File: src/rtl/pc_branch_ctrl.sv
// Program counter and branch resolution: evaluates NVZ branch conditions, redirects
// fetch on taken branches, squashes exactly one fetched instruction, and holds on halt.
module pc_branch_ctrl #(
    parameter logic [15:0] RESET_PC = 16'h0000
) (
    input  logic        clk,
    input  logic        rst,
    input  logic        stall,
    input  logic [2:0]  flag,
    input  logic        flag_busy,
    input  logic        branch,
    input  logic        branch_reg,
    input  logic [2:0]  ccc,
    input  logic [8:0]  imm9,
    input  logic [15:0] reg_target,
    input  logic        halt,
    output logic [15:0] pc_out,
    output logic [15:0] pc_plus2,
    output logic        flush,
    output logic        stall_req,
    output logic        halted
);

    typedef enum logic [1:0] {
        ST_RUN    = 2'd0,
        ST_FLUSH  = 2'd1,
        ST_HALTED = 2'd2
    } state_t;

    state_t      state_q, state_d;
    logic [15:0] pc_q, pc_d;

    logic        flag_n, flag_v, flag_z;
    logic        cond_true;
    logic        br_req;
    logic        br_wait;
    logic [15:0] b_offset;
    logic [15:0] target;

    assign flag_n = flag[2];
    assign flag_v = flag[1];
    assign flag_z = flag[0];

    always_comb begin
        cond_true = 1'b0;
        case (ccc)
            3'b000:  cond_true = ~flag_z;
            3'b001:  cond_true = flag_z;
            3'b010:  cond_true = ~flag_z & ~flag_n;
            3'b011:  cond_true = flag_n;
            3'b100:  cond_true = flag_z | (~flag_z & ~flag_n);
            3'b101:  cond_true = flag_n | flag_z;
            3'b110:  cond_true = flag_v;
            default: cond_true = 1'b1;
        endcase
    end

    assign pc_plus2 = pc_q + 16'd2;
    assign br_req   = branch | branch_reg;
    // The unconditional code never needs flags, so it never waits on EX.
    assign br_wait  = br_req & flag_busy & (ccc != 3'b111);

    // Word offset scaled to bytes: sign-extend then shift left by one.
    assign b_offset = {{6{imm9[8]}}, imm9, 1'b0};
    assign target   = branch_reg ? {reg_target[15:1], 1'b0} : (pc_plus2 + b_offset);

    // Gated by rst so the request is quiet while reset is held.
    assign stall_req = rst & (state_q == ST_RUN) & ~stall & br_wait;

    assign pc_out = pc_q;
    assign flush  = (state_q == ST_FLUSH);
    assign halted = (state_q == ST_HALTED);

    always_comb begin
        state_d = state_q;
        pc_d    = pc_q;
        case (state_q)
            ST_RUN: begin
                if (!stall) begin
                    if (halt) begin
                        state_d = ST_HALTED;
                    end else if (br_wait) begin
                        pc_d = pc_q;
                    end else if (br_req && cond_true) begin
                        pc_d    = target;
                        state_d = ST_FLUSH;
                    end else begin
                        pc_d = pc_plus2;
                    end
                end
            end
            ST_FLUSH: begin
                // Decoded controls here belong to the squashed instruction.
                if (!stall) begin
                    pc_d    = pc_plus2;
                    state_d = ST_RUN;
                end
            end
            ST_HALTED: begin
                state_d = ST_HALTED;
            end
            default: begin
                state_d = ST_RUN;
            end
        endcase
    end

    always_ff @(posedge clk or negedge rst) begin
        if (!rst) begin
            state_q <= ST_RUN;
            pc_q    <= RESET_PC;
        end else begin
            state_q <= state_d;
            pc_q    <= pc_d;
        end
    end

endmodule

File: config.mk
export PLATFORM = sky130hd
export DESIGN_NAME = pc_branch_ctrl
export DESIGN_NICKNAME = d
export VERILOG_FILES = /design/src/rtl/pc_branch_ctrl.sv
export SDC_FILE = /design/constraint.sdc
export NUM_CORES = 1
export LEC_CHECK = 0
export BUFFER_PORTS_ARGS = -buffer_cell sky130_fd_sc_hd__buf_2
export CAP_MARGIN = 20
export CELL_PAD_IN_SITES_DETAIL_PLACEMENT = 2
export CELL_PAD_IN_SITES_GLOBAL_PLACEMENT = 2
export CORE_ASPECT_RATIO = 0.8
export CORE_MARGIN = 5
export CORE_UTILIZATION = 25
export CTS_BUF_LIST = sky130_fd_sc_hd__clkbuf_4 sky130_fd_sc_hd__clkbuf_8 sky130_fd_sc_hd__clkbuf_16
export DETAILED_ROUTE_END_ITERATION = 6
export PLACE_DENSITY_LB_ADDON = 0.1
export SYNTH_ARGS = -nofsm -noshare
export SYNTH_HDL_FRONTEND = slang
export SYNTH_SLANG_ARGS = --single-unit
File: constraint.sdc
create_clock -name clk -period 2.8 [get_ports clk]
set_input_delay 0.28 -clock clk [delete_from_list [all_inputs] [get_ports clk]]
set_output_delay 0.28 -clock clk [all_outputs]
set_load 0.03 [all_outputs]
==> reports/metrics.yaml, run 1 <==
route:
  drc: 0
  firstDrtPassIters: 4
  drt_iter0_markers: 88
  drt_wl_total_mm: 9.770
  antenna_left: 0
  vias_per_cell: 5.109
  drt-wirelength-per-cell_um: 19.04
  via_count: 2621
worst_setup_path:
  cp-start-kind: "flop"
  r2r_start: "pc_out[1]$_DFFE_PN0P_"
  startpoint: "pc_out[1]$_DFFE_PN0P_"
  critPathKind: "flop to flop"
  crit_arrival_ns: 3.13
  worst-path-max-fanout: 4
  required_ns: 2.90
  end_kind: "flop"
logic_synthesis:
  ys_types: 51
  ys_ff_latch: 17
  synth_top_cell_area_share: 0.1996
  syn-cell-area_sq_um: 2131
  postSynth.asyncResetShare: 1.000
  yosys_warnings: 0
  ys_seq_area_frac: 0.1996
  syn_inst: 274
  synth_area_leaders: "dfrtp_1, ha_1, xnor2_1, a21oi_1, nand2_1"
  synth_edf_count: 0
  synth-main-ff-cell: "dfrtp_1"
  synth_top_cell_by_area: "dfrtp_1"
  syn_avg_cell_area_sq_um: 7.777
place:
  place.gp.congestion: 0.7835
  hpwl_mm: 7.607
  port_buffers: 69
job:
  cap_violations: 0
power:
  powerDensity_nw_per_um2: 733.3
  vdd_drop_max_mv: 0.2657
  p_leak_nw: 1.606
sta:
  slew_headroom: 0.6482
  whs_ns: 0.3103
  worst_pin_slew_ns: 0.5239
  slew_violations: 0
  skew_ns: 0.0005421
  final_hold_viol_count: 0
  fin_crit_ns: 3.028
  period_share: 1.082
  finalSetupViolCount: 4
  rsz0062_at_grt: "yes"
  finalSetupTns_ns: -0.5335
  finalWorstSetupSlack_ns: -0.2284
  max_freq_mhz: 330.2
clock_tree:
  numCtsBuffers: 3
  htreeDepth: 1
  cts_buffer_depth: 2
  cts_root_buf: "clkbuf_8"
  clk_pin_slew_ns: 0.07
  cts.sinks: 17
  cts_tree: "yes"
  clk_latency_ns: 0.25
floorplanning:
  coreArea_sq_um: 8408
  io_pins: 73
  start_util: 0.2534
  die_h_um: 92.58
  fp.dieW_um: 113.2
  rows: 30
  dieArea_sq_um: 10480
grt:
  grt_pass1_vias: 2901
  grt_overflow: 0
  antenna_found_initial: 0
  grt_start_max_net_pins: 26
  grt_pass1_wl_mm: 15.35
  grt_usage: 0.1814
status:
  violations: "negative setup slack"
  status: "finished, violations left"
cells_and_area:
  fin_nets: 459
  drive_above_1_share: 0.4938
  areaGrowthSynthToFinish_pct: 64.00
  diodes: 0
worst_hold_path:
  hold_class: "primary input to flop"
  holdCritStartpoint: "halt"
==> cells in the final DEF (no fill, tap or decap), drive strengths merged, types with 3 or more instances in the layout <==
cell and n:
a211oi 4, a21o 5, a21oi 25, a221o 3
a22oi 3, a31oi 8, and3 4, buf 135
clkbuf 4, dfrtp 17, ha 18, inv 13
mux2i 3, nand2 25, nand3 9, nand4 4
nor2 20, nor2b 8, nor3 6, nor4 5
o211ai 6, o21a 4, o21ai 16, xnor2 16
xor2 9
==> final timing paths <==
kind / to / slack (ns) / cells after the start
worst max-delay path: pc_out[15]$_DFFE_PN0P_ / -0.23 / 13
worst max register to register: pc_out[15]$_DFFE_PN0P_ / -0.23 / 13
worst min-delay path: state_q[1]$_DFFE_PN0P_ / 0.31 / 3
min in group asynchronous: state_q[1]$_DFFE_PN0P_ / 0.51 / 2
worst min register to register: state_q[0]$_DFFE_PN0P_ / 0.56 / 1
max in group asynchronous: pc_out[1]$_DFFE_PN0P_ / 1.95 / 2
==> state kept, by name, indices dropped and copies added, names as in the netlist <==
register,count
pc_out,15
state_q,2
==> final cells by class <==
type | count | area, sq um
timing repair buffer | 136 | 862.1
fill | 983 | 4913
tap | 112 | 140.1
clock buffer | 4 | 48.80
inverter | 13 | 48.80
multi-input combinational | 231 | 1967
sequential | 17 | 427.9
==> worst max-delay path, cell delays in order, from the launching register on <==
cell and delay, ns:
dfrtp_2 0.39, ha_4 0.14, and3_4 0.18, and3_4 0.22, nand2_2 0.06, or3_4 0.37
xnor2_4 0.27, ha_4 0.25, o211ai_1 0.10, a21oi_1 0.08, o22ai_2 0.27, mux2i_2 0.30
buf_4 0.15, a311oi_2 0.09
==> what timing repair did <==
| item | in CTS | in global routing |
|---|---|---|
| gates resized for setup | 20 | 33 |
| endpoints found under the setup margin | 8 | 9 |
| pin swaps | 15 | 24 |
| hold endpoints to repair | 17 | 0 |
| hold buffers | 1 | 0 |
| setup buffers | 5 | 5 |
==> metrics by stage <==
step	utilization	instance area [sq um]	setup WS, ns	power [mW]	instances
detailed placement	0.3711	3120	-0.3238	2.098	502
global placement	0.3711	3120	-0.2242	2.049	502
finish	0.4156	3495	-0.2284	2.563	513
CTS	0.3896	3276	-0.2203	2.371	510
global route	0.4156	3495	-0.3094	2.735	513
floorplan	-	2276	-0.4791	1.409	275
==> metal layers <==
layer / share of wire / up-vias / GRT usage
met1: 0.46 / 1307 / 0.2374
li1: - / 1266 / -
met3: 0.029 / 2 / 0.02286
met2: 0.51 / 46 / 0.3319
met4: 0.0019 / 0 / 0.01201
met5: 0 / - / 0
==> Yosys cell counts (2+ instances only) <==
library cell	n
o21a_1	4
nor3_1	6
or3_4	2
o221ai_1	2
clkbuf_1	4
nor2_1	19
xnor2_1	16
a22oi_1	3
o22ai_1	2
o2111ai_1	2
nor4b_1	2
o21ai_0	12
buf_4	4
o211ai_1	6
o21ai_1	4
nand4_1	4
a221o_1	3
nor2b_1	8
nor4_1	5
and3_1	4
mux2i_1	3
buf_6	2
o22a_1	2
buf_2	4
a211oi_1	2
a311oi_1	2
xor2_1	9
inv_1	13
a21o_1	5
nand2_1	25
a211oi_2	2
a21oi_1	25
dfrtp_1	17
ha_1	18
a31oi_1	8
nand3_1	9
a211o_1	2
==> cell families (layout without fill, tap and decap cells) <==
family                     Yosys count  after routing  share of synthesized area
buffers and inverters               27            153                    0.06400
muxes                                3              3                    0.01409
and+or+nand+nor                     88             88                     0.2055
xor gates and xnor gates            25             25                     0.1028
other                                1              2                   0.001760
adders and majority gates           19             19                     0.1151
DFF                                 17             17                     0.1996
AOI/OAI and AO/OA                   94             94                     0.2971
==> report_power, final <==
group / total (mW) / internal (mW) / leakage (nW) / switching, mW
Clock: 0.199 / 0.111 / 0.0262 / 0.0880
Combinational: 1.98 / 0.879 / 1.37 / 1.11
Sequential: 0.379 / 0.302 / 0.207 / 0.0774
Total: 2.56 / 1.29 / 1.61 / 1.27
(Power assumes the default switching activity.)
==> run 2, diff against run 1 <==
--- a/config.mk
+++ b/config.mk
@@ -11,7 +11,7 @@
 export CELL_PAD_IN_SITES_GLOBAL_PLACEMENT = 2
 export CORE_ASPECT_RATIO = 0.8
 export CORE_MARGIN = 5
-export CORE_UTILIZATION = 25
+export CORE_UTILIZATION = 28
 export CTS_BUF_LIST = sky130_fd_sc_hd__clkbuf_4 sky130_fd_sc_hd__clkbuf_8 sky130_fd_sc_hd__clkbuf_16
 export DETAILED_ROUTE_END_ITERATION = 6
 export PLACE_DENSITY_LB_ADDON = 0.1
==> constraint.sdc (replaced) <==
create_clock -name clk -period 2.9 [get_ports clk]
set_input_delay 0.29 -clock clk [delete_from_list [all_inputs] [get_ports clk]]
set_output_delay 0.29 -clock clk [all_outputs]
set_load 0.03 [all_outputs]
==> run 2 against run 1 <==
The flow still finishes with violations (negative setup slack). Global-route usage up 0.84 points. Clock-buffer cell count unchanged. Sequential power about the same. Register-to-register slack better by 0.16 ns. Power down 12%. Largest cell class unchanged. Highest routed layer unchanged. Critical path depth unchanged. Cell area down 6.3%.
==> reports/metrics.yaml, run 2 (synthesized netlist as in run 1, its figures left out) <==
status:
  status: "finished, violations left"
  violations: "negative setup slack"
power:
  p_comb_frac: 0.750  # -0.025
  seq_power_share: 0.166  # +0.018
  p_leak_nw: 1.516  # -5.6%
  cell_internal_pwr_mw: 1.135  # -12%
  powerDensity_nw_per_um2: 692.0  # -5.6%
  p_clk_frac: 0.084  # +0.006
  p_sw_mw: 1.131  # -11%
  vdd_drop_max_mv: 0.3655  # +38%
  swShare: 0.4989  # +0.002950
cells_and_area:
  final_cells: 490  # -4.5%
  largest_register_ffs: 15  # unchanged
  multiInputGateArea_sq_um: 1882  # -4.3%
  final_cell_mix: "buf_2, buf_4, nand2_1"
  areaGrowthSynthToFinish_pct: 53.67
  layout_commonest_cell: "buf_2"
  diodes: 0  # unchanged
  fin_nets: 443  # -3.5%
  final.fill_count: 860  # -13%
  seqCellArea_sq_um: 429.2  # +0.29%
  drive_above_1_share: 0.4494  # -0.04441
worst_setup_path:
  critPathKind: "flop to flop"
  required_ns: 3.05  # +0.15 ns
  crit_chain: "ha_4 > and3_4 > and3_4 > nand2_4 > or3_4 > xnor2_4 > ha_4 > o211ai_1 > a21oi_2 > o22ai_4 > mux2i_2 > nor4b_2 > a311oi_1"
  crit_arrival_ns: 3.13  # about the same
  worst-path-max-fanout: 4  # unchanged
  end_kind: "flop"
  cp_top_family: "simple AND/OR/NAND/NOR gates"
  worst-path-buf-inv: 0  # -1
  cp-start-kind: "flop"
  worst_path_max_delay_cell: "dfrtp_2"
  max_stage_delay_ns: 0.39  # about the same
place:
  pre_cts_ws_ns: -0.3129  # +0.01090 ns
  hpwl_mm: 7.119  # -6.4%
  dp_cells: 480  # -4.4%
  place.gp.congestion: 0.8032  # +2.5%
  port_buffers: 69  # unchanged
floorplanning:
  dieArea_sq_um: 9465  # -9.7%
  rows: 28  # -6.7%
  coreArea_sq_um: 7392  # -12%
  start_util: 0.2883  # +0.03483
  die_h_um: 88.03  # -4.9%
  io_pins: 73  # unchanged
  fp.dieW_um: 107.5  # -5.0%
route:
  vias_per_cell: 5.163  # +1.1%
  via_count: 2530  # -3.5%
  firstDrtPassIters: 4  # unchanged
  drt_iter0_markers: 53  # -40%
  drt-wirelength-per-cell_um: 18.03  # -5.3%
  drc: 0  # unchanged
  drt_wl_total_mm: 8.835  # -9.6%
  antenna_left: 0  # unchanged
worst_hold_path:
  hold_class: "primary input to flop"
job:
  cap_violations: 0  # unchanged
clock_tree:
  numCtsBuffers: 3  # unchanged
  cts_tree: "yes"
  cts.sinks: 17  # unchanged
  htreeDepth: 1  # unchanged
  clk_pin_slew_ns: 0.07  # about the same
  cts_buffer_depth: 2  # unchanged
  clk_latency_ns: 0.25  # about the same
  cts_root_buf: "clkbuf_8"
sta:
  finalWorstSetupSlack_ns: -0.07008  # +0.1583 ns
  finalSetupViolCount: 1  # -3
  max_freq_mhz: 336.7  # +2.0%
  slew_violations: 0  # unchanged
  final_hold_viol_count: 0  # unchanged
  period_share: 1.024  # -0.05740
  rsz0062_at_grt: "yes"
  skew_ns: 0.001540  # +0.0009982 ns
  fin_crit_ns: 2.970  # -0.05831 ns
grt:
  grt_usage: 0.1898  # +0.008420
  grt_pass1_wl_mm: 14.31  # -6.7%
  grt_pass1_vias: 2796  # -3.6%
  grt_start_max_net_pins: 26  # unchanged
  antenna_found_initial: 0  # unchanged
  grt_overflow: 0  # unchanged
-- run 2: cell type report --
type | count | area share
Inverter | 13 | 0.01490
Multi-Input combinational cell | 231 | 0.5747
Timing Repair Buffer | 120 | 0.2243
Tap cell | 105 | 0.04012
Sequential cell | 17 | 0.1311
Clock buffer | 4 | 0.01490
-- run 2: routing by layer --
layer / global-route usage / wire length, um
met5: 0 / 0
met4: 0.01835 / 18
met3: 0.02358 / 241
met2: 0.3392 / 4377
met1: 0.2555 / 4197
-- run 2: final timing paths --
| check | start | end | slack [ns] | depth (start not counted) |
|---|---|---|---|---|
| max | pc_out[1]$_DFFE_PN0P_ | pc_out[15]$_DFFE_PN0P_ | -0.07 | 13 |
| min reg2reg | state_q[1]$_DFFE_PN0P_ | state_q[0]$_DFFE_PN0P_ | 0.55 | 1 |
| min in group asynchronous | rst | state_q[1]$_DFFE_PN0P_ | 0.52 | 2 |
| max reg2reg | pc_out[1]$_DFFE_PN0P_ | pc_out[15]$_DFFE_PN0P_ | -0.07 | 13 |
| min | halt | state_q[1]$_DFFE_PN0P_ | 0.31 | 3 |
| max in group asynchronous | rst | pc_out[7]$_DFFE_PN0P_ | 2.04 | 2 |
-- run 2: power by group through the flow --
stage | clock [mW] | combinational (mW) | sequential [mW]
6_report | 0.191 | 1.70 | 0.377
5_1_grt | 0.212 | 1.85 | 0.385
4_1_cts | 0.197 | 1.63 | 0.369
3_5_place_dp | 0 | 1.57 | 0.369
3_3_place_gp | 0 | 1.53 | 0.367
2_1_floorplan | 0 | 0.879 | 0.482
-- run 2: metrics by stage --
step	hold WS, ns	utilization	TNS [ns]	instance area (sq um)	power (mW)
final	0.3103	0.4430	-0.07008	3274	2.266
after detailed placement	0.2571	0.4057	-1.142	2999	1.941
after CTS	0.3024	0.4248	-0.1276	3141	2.198
after global placement	0.2608	0.4057	-0.4086	2999	1.895
after floorplan	-0.005591	-	-1.387	2276	1.361
after global routing	0.3435	0.4430	-0.6268	3274	2.445
-- run 2: worst register-to-register path, delay by kind of cell (launching register included) --
kind | cells | cell delay (ns)
fa+ha+maj | 2 | 0.38
compound gates | 4 | 0.65
flops | 1 | 0.39
simple gates | 5 | 0.91
mux | 1 | 0.31
xor+xnor | 1 | 0.23
-- run 2: repair_timing --
action / CTS / global route
endpoints found under the hold margin: 17 / 0
hold buffers: 1 / 0
endpoints found under the setup margin: 8 / 7
buffers inserted: 1 / 4
resized for setup: 18 / 20
pin swaps: 12 / 3
